<file path="src/rtl/mcs4_pkg.sv">
// Shared definitions for the MCS-4 system-side glue logic.
// Holds the 4003 serial loader state encoding and the 4003 stage count.
package mcs4_pkg;

    // Number of stages in one i4003 shift register.
    localparam int I4003_STAGES = 10;

    // Serial loader states:
    //   IDLE   | waiting for a word, cp low, enable high
    //   LOW    | cp low phase, data_out settling toward the next rising edge
    //   HIGH   | cp high phase, 4003 shifts on entry, data_out held
    //   FINISH | one-cycle completion pulse, enable back high
    typedef enum logic [1:0] {
        IDLE   = 2'd0,
        LOW    = 2'd1,
        HIGH   = 2'd2,
        FINISH = 2'd3
    } i4003_state_t;

endpackage

</file>
<file path="src/rtl/i4003_cp_timer.sv">
// Phase timer for the 4003 shift clock.
// Counts CP_DIV sysclk cycles per cp phase and pulses o_phase_end on the last
// cycle. The count restarts whenever a phase ends or the driver is not shifting,
// so every state change starts a fresh phase.
module i4003_cp_timer #(
    parameter int CP_DIV = 4
) (
    input  logic i_sysclk,
    input  logic i_reset_n,
    input  logic i_run,
    output logic o_phase_end
);

    localparam int PW = (CP_DIV > 1) ? $clog2(CP_DIV) : 1;
    localparam logic [PW-1:0] LAST_CNT = PW'(CP_DIV - 1);

    logic [PW-1:0] r_cnt;

    assign o_phase_end = i_run && (r_cnt == LAST_CNT);

    // Phase counter: cleared outside a transfer and at every phase boundary.
    always_ff @(posedge i_sysclk or negedge i_reset_n) begin
        if (!i_reset_n) begin
            r_cnt <= '0;
        end else if (!i_run || o_phase_end) begin
            r_cnt <= '0;
        end else begin
            r_cnt <= r_cnt + 1'b1;
        end
    end

endmodule

</file>
<file path="src/rtl/i4003_driver.sv">
// Serial loader for an i4003 shift register.
// Takes a parallel word over valid/ready, then shifts it out on data_out with
// generated cp strobes. data_out only moves on the cp falling edge (or on load,
// while cp is low), so the 4003 sees CP_DIV cycles of setup and hold.
// enable is held low while the register contents are in motion.
module i4003_driver
    import mcs4_pkg::*;
#(
    parameter int WIDTH     = I4003_STAGES,
    parameter int CP_DIV    = 4,
    parameter bit MSB_FIRST = 1'b1
) (
    input  logic             sysclk,
    input  logic             reset_n,
    input  logic [WIDTH-1:0] tx_data,
    input  logic             tx_valid,
    output logic             tx_ready,
    output logic             cp,
    output logic             data_out,
    output logic             enable,
    output logic             busy,
    output logic             done
);

    localparam int BW = $clog2(WIDTH + 1);
    localparam logic [BW-1:0] LAST_BIT = BW'(WIDTH - 1);

    i4003_state_t     r_state;
    i4003_state_t     w_state_nxt;
    logic [WIDTH-1:0] r_sreg;
    logic [BW-1:0]    r_bits;
    logic             w_run;
    logic             w_phase_end;
    logic             w_load;
    logic             w_shift;

    assign w_run = (r_state == LOW) || (r_state == HIGH);

    i4003_cp_timer #(
        .CP_DIV (CP_DIV)
    ) u_cp_timer (
        .i_sysclk    (sysclk),
        .i_reset_n   (reset_n),
        .i_run       (w_run),
        .o_phase_end (w_phase_end)
    );

    // State register; async reset also forces cp low immediately.
    always_ff @(posedge sysclk or negedge reset_n) begin
        if (!reset_n) begin
            r_state <= IDLE;
        end else begin
            r_state <= w_state_nxt;
        end
    end

    // Next-state logic plus load/shift strobes for the datapath.
    always_comb begin
        w_state_nxt = r_state;
        w_load      = 1'b0;
        w_shift     = 1'b0;
        case (r_state)
            IDLE: begin
                if (tx_valid) begin
                    w_load      = 1'b1;
                    w_state_nxt = LOW;
                end
            end
            LOW: begin
                if (w_phase_end) begin
                    w_state_nxt = HIGH;
                end
            end
            HIGH: begin
                if (w_phase_end) begin
                    if (r_bits == LAST_BIT) begin
                        w_state_nxt = FINISH;
                    end else begin
                        w_shift     = 1'b1;
                        w_state_nxt = LOW;
                    end
                end
            end
            FINISH: begin
                w_state_nxt = IDLE;
            end
            default: begin
                w_state_nxt = IDLE;
            end
        endcase
    end

    // Shift register: loaded on handshake, advanced as cp falls.
    always_ff @(posedge sysclk or negedge reset_n) begin
        if (!reset_n) begin
            r_sreg <= '0;
        end else if (w_load) begin
            r_sreg <= tx_data;
        end else if (w_shift) begin
            if (MSB_FIRST) begin
                r_sreg <= {r_sreg[WIDTH-2:0], 1'b0};
            end else begin
                r_sreg <= {1'b0, r_sreg[WIDTH-1:1]};
            end
        end
    end

    // Bit counter: number of completed cp pulses that were followed by a shift.
    always_ff @(posedge sysclk or negedge reset_n) begin
        if (!reset_n) begin
            r_bits <= '0;
        end else if (w_load) begin
            r_bits <= '0;
        end else if (w_shift) begin
            r_bits <= r_bits + 1'b1;
        end
    end

    assign tx_ready = (r_state == IDLE);
    assign cp       = (r_state == HIGH);
    assign busy     = w_run;
    assign enable   = !w_run;
    assign done     = (r_state == FINISH);
    assign data_out = MSB_FIRST ? r_sreg[WIDTH-1] : r_sreg[0];

endmodule

</file>
<file path="config.mk">
export PLATFORM = sky130hd
export DESIGN_NAME = i4003_driver
export DESIGN_NICKNAME = d
export VERILOG_FILES = /design/src/rtl/mcs4_pkg.sv /design/src/rtl/i4003_cp_timer.sv /design/src/rtl/i4003_driver.sv
export SDC_FILE = /design/constraint.sdc
export NUM_CORES = 1
export LEC_CHECK = 0
export ABC_AREA = 1
export CAP_MARGIN = 10
export CORE_ASPECT_RATIO = 1.25
export CORE_UTILIZATION = 40
export DETAILED_ROUTE_END_ITERATION = 8
export GPL_ROUTABILITY_DRIVEN = 0
export GPL_TIMING_DRIVEN = 0
export SLEW_MARGIN = 25
export SYNTH_ARGS = -nofsm -noshare
export SYNTH_HDL_FRONTEND = slang
export SYNTH_HIERARCHICAL = 1
export SYNTH_SLANG_ARGS = --single-unit
</file>
<file path="constraint.sdc">
create_clock -name sysclk -period 4 [get_ports sysclk]
set_input_delay 0.4 -clock sysclk [delete_from_list [all_inputs] [get_ports sysclk]]
set_output_delay 0.4 -clock sysclk [all_outputs]
set_load 0.05 [all_outputs]
</file>
==> summary.md <==
### Pwr
- reported leakage power: 0.671 nW
- pwr/cell area: 711 mW/mm²
- maximum vdd ir drop: 0.000362 V

### Placed design
- Setup Slack @ Placement: 1.89 ns
- Detail Placement HPWL: 1.58 mm
- post-place instance area: 0.00132 mm²
- count of buffers inserted at the top-level ports: 18

### GRT
- antenna violations before repair: 0
- via count of the first global-routing pass: 889
- maximum number of pins on one net before global-route repair: 19
- global-route wire length before repair: 3.92 mm
- global-route usage over all layers: 17.9%
- Congestion Overflow GR: 0

### Clock tree
- TritonCTS clock tree: done
- sink count of the clock tree: 18
- buffer cell driving the clock tree root: sky130_fd_sc_hd__clkbuf_4
- clock slew seen by the registers of the worst setup and hold paths: 0.10 ns
- source-to-sink clock delay at the later pin of the worst-skew pair: 0.29 ns
- Max Root-Sink Buffers: 2
- hold buffer count at cts: 0
- Setup Fix Bufs, Post-CTS: 0
- number of buffers created by CTS: 3
- count of H-tree levels built during CTS: 1
- Resized Gates After CTS: 0

### Synth
- flip-flop and latch count after synthesis: 18
- Post-Syn Instances: 119
- sequential element share of the synthesized area: 41.0%
- combined area of all synthesized cells: 0.00110 mm²
- multiplexer share of the synthesized area: 0%
- post-synthesis simple-gate area fraction: 40.5%
- biggest area contributors in the synthesized netlist: sky130_fd_sc_hd__dfrtp_1 41%, sky130_fd_sc_hd__nand3_2 15%, sky130_fd_sc_hd__nand2_1 9.2%, sky130_fd_sc_hd__ha_1 9.1%, sky130_fd_sc_hd__nand4_1 6.3%
- largest family of logic cells by synthesized area: simple AND/OR/NAND/NOR gates
- area fraction in compound gates after synthesis: 1.14%
- count of cell types in the netlist: 19
- share of synthesized cell area in full adder, half adder and majority cells: 9.11%
- xor-xnor portion of the synthesized cell area: 0.797%
- area leader, netlist: sky130_fd_sc_hd__dfrtp_1
- average cell area after synthesis: 9.23 µm²
- Yosys top cell area share: 41.0%
- total nets after synthesis: 140
- Syn. warnings: 6

### Floorplan
- height of the die: 60.6 µm
- Core Footprint: 0.00253 mm²
- effective utilization at floorplan: 43.5%
- Row Count: 20
- die area: 0.00296 mm²
- Die Wd: 48.9 µm
- IO Pins: 19

### Route
- count of vias placed by the detailed router: 865
- count of antenna-violating nets left after detailed routing: 0
- Vias/cell: 4.97
- Avg WL per Cell: 12.2 µm
- aggregate routed wire length: 2.13 mm
- DR DRC count: 0
- DR pass1 iterations: 4
- number of DRC markers in iteration 0: 24

### Cells and area
- NumNets Final: 163
- final cell area excluding filler cells: 0.00136 mm²
- Ant. Diodes: 0
- fraction of final layout cells with drive strength greater than 1: 22.0%
- layout overhead on the synthesized area: 23.5%

### Timing
- hold violation total from the final report: 0
- count of final setup violators: 0
- Final Max Tran Viols: 0
- shortest clock period the worst path allows after layout: 2.44 ns
- summed negative setup slack over all endpoints: 0 ns
- Final period util: 61.0%
- worst-case hold slack: 0.436 ns
- post-route clock skew: 0.00386 ns
- slew at the pin closest to its max-slew limit: 0.857 ns
- max-slew headroom at the worst pin: 42.7%
- unrepaired setup endpoints after global routing: false
- crit path setup slack, layout: 1.56 ns
- Fmax: 410 MHz

### Status
- run status: finished clean

### Hold path
- min-delay worst type: reg2reg

### Worst setup path
- Worst Path Class, Setup: reg2out
- kind of end point of the critical path: output pin
- startpoint kind of the worst setup timing path: register
- Critical Path Fanout Max: 5
- Worst Path Arrival: 2.04 ns
- Required @ worst endpoint: 3.60 ns

### Job
- # Max-Cap Violations: 0

layer usage:
layer  vias to the layer above  GRT usage [%]  wire, µm
met4                         0           8.82        17
met2                        19           31.3      1030
li1                        439              -         -
met5                         -              0         0
met3                         2           3.01        73
met1                       405           21.5      1010
synth_stat cells:
cell type                   n
sky130_fd_sc_hd__nand4_1   11
sky130_fd_sc_hd__nand2_2    2
sky130_fd_sc_hd__dfrtp_1   18
sky130_fd_sc_hd__inv_4      1
sky130_fd_sc_hd__nand2_4    1
sky130_fd_sc_hd__inv_2      2
sky130_fd_sc_hd__nand3_4    1
sky130_fd_sc_hd__buf_4      1
sky130_fd_sc_hd__buf_12     1
sky130_fd_sc_hd__o21bai_1   1
sky130_fd_sc_hd__o21ai_1    1
sky130_fd_sc_hd__buf_2      2
sky130_fd_sc_hd__nand3_2   16
sky130_fd_sc_hd__ha_1       8
sky130_fd_sc_hd__nor2_1     9
sky130_fd_sc_hd__xnor2_1    1
sky130_fd_sc_hd__nand3_1    8
sky130_fd_sc_hd__nand2_1   27
sky130_fd_sc_hd__inv_1      8
path summary, 6_finish.rpt:
path                                               start                            end  slack [ns]  cells after the start
min in group asynchronous                        reset_n         r_state[0]$_DFFE_PN0P_        0.58                      1
setup / recovery                  r_state[0]$_DFFE_PN0P_                         enable        1.56                      4
setup reg to reg                  r_state[0]$_DFFE_PN0P_          r_sreg[5]$_DFFE_PN0P_        2.30                     10
hold reg to reg            u_cp_timer/r_cnt[0]$_DFF_PN0_  u_cp_timer/r_cnt[0]$_DFF_PN0_        0.44                      1
max in group asynchronous                        reset_n          r_bits[0]$_DFFE_PN0P_        2.89                      1
hold / removal             u_cp_timer/r_cnt[0]$_DFF_PN0_  u_cp_timer/r_cnt[0]$_DFF_PN0_        0.44                      1
cell usage in the layout, fill, tap and decap left out, types with 2 or more instances in the layout:
cell type                         Yosys  layout
sky130_fd_sc_hd__clkdlybuf4s50_1      0      18
sky130_fd_sc_hd__ha_1                 8       8
sky130_fd_sc_hd__nand3_1              8       8
sky130_fd_sc_hd__nand3_2             16      16
sky130_fd_sc_hd__clkbuf_4             0       3
sky130_fd_sc_hd__buf_2                2       2
sky130_fd_sc_hd__inv_1                8       8
sky130_fd_sc_hd__nor2_1               9       9
sky130_fd_sc_hd__nand4_1             11      11
sky130_fd_sc_hd__nand2_2              2       2
sky130_fd_sc_hd__dfrtp_1             18      18
sky130_fd_sc_hd__inv_2                2       2
sky130_fd_sc_hd__nand2_1             27      27
report_power, final:
group          switching, mW  leakage, nW  internal, mW
logic                  0.332        0.422         0.197
registers             0.0628        0.227         0.260
clock network         0.0566       0.0210        0.0554
total                  0.452        0.671         0.512
stage by stage:
step	total power, mW	utilization (%)	std cells
5_1_grt	1.05	53.7	174
2_1_floorplan	0.719	-	119
4_1_cts	0.979	53.7	174
3_5_place_dp	0.863	52.2	170
3_3_place_gp	0.847	52.2	170
6_report	0.964	53.7	174
cell families after synthesis:
family	after synthesis
flip-flops	18
XOR/XNOR	1
adder cells (fa/ha/maj)	8
buffers and inverters	15
AO/OA/AOI/OAI	2
AND/OR/NAND/NOR	75
sequential cells by signal (all words and copies together) (netlist names):
| name | count |
|---|---|
| r_sreg | 10 |
| r_state | 2 |
| r_bits | 4 |
| u_cp_timer/r_cnt | 2 |
area by class of cell:
| class | instances | area [µm²] |
|---|---|---|
| multi-input combinational | 86 | 567 |
| sequential | 18 | 450 |
| timing repair buffer | 18 | 180 |
| inverter | 11 | 43.8 |
| fill | 249 | 1170 |
| buffer | 4 | 37.5 |
| clock buffer | 4 | 36.3 |
| tap | 33 | 41.3 |
worst max-delay path: stages, from the launching register on:
cell and delay (ns):
sky130_fd_sc_hd__dfrtp_1 0.44, sky130_fd_sc_hd__inv_1 0.10, sky130_fd_sc_hd__ha_1 0.35, sky130_fd_sc_hd__inv_1 0.07, sky130_fd_sc_hd__clkdlybuf4s50_1 0.79
Note: power is estimated with default switching activity, not from simulation.
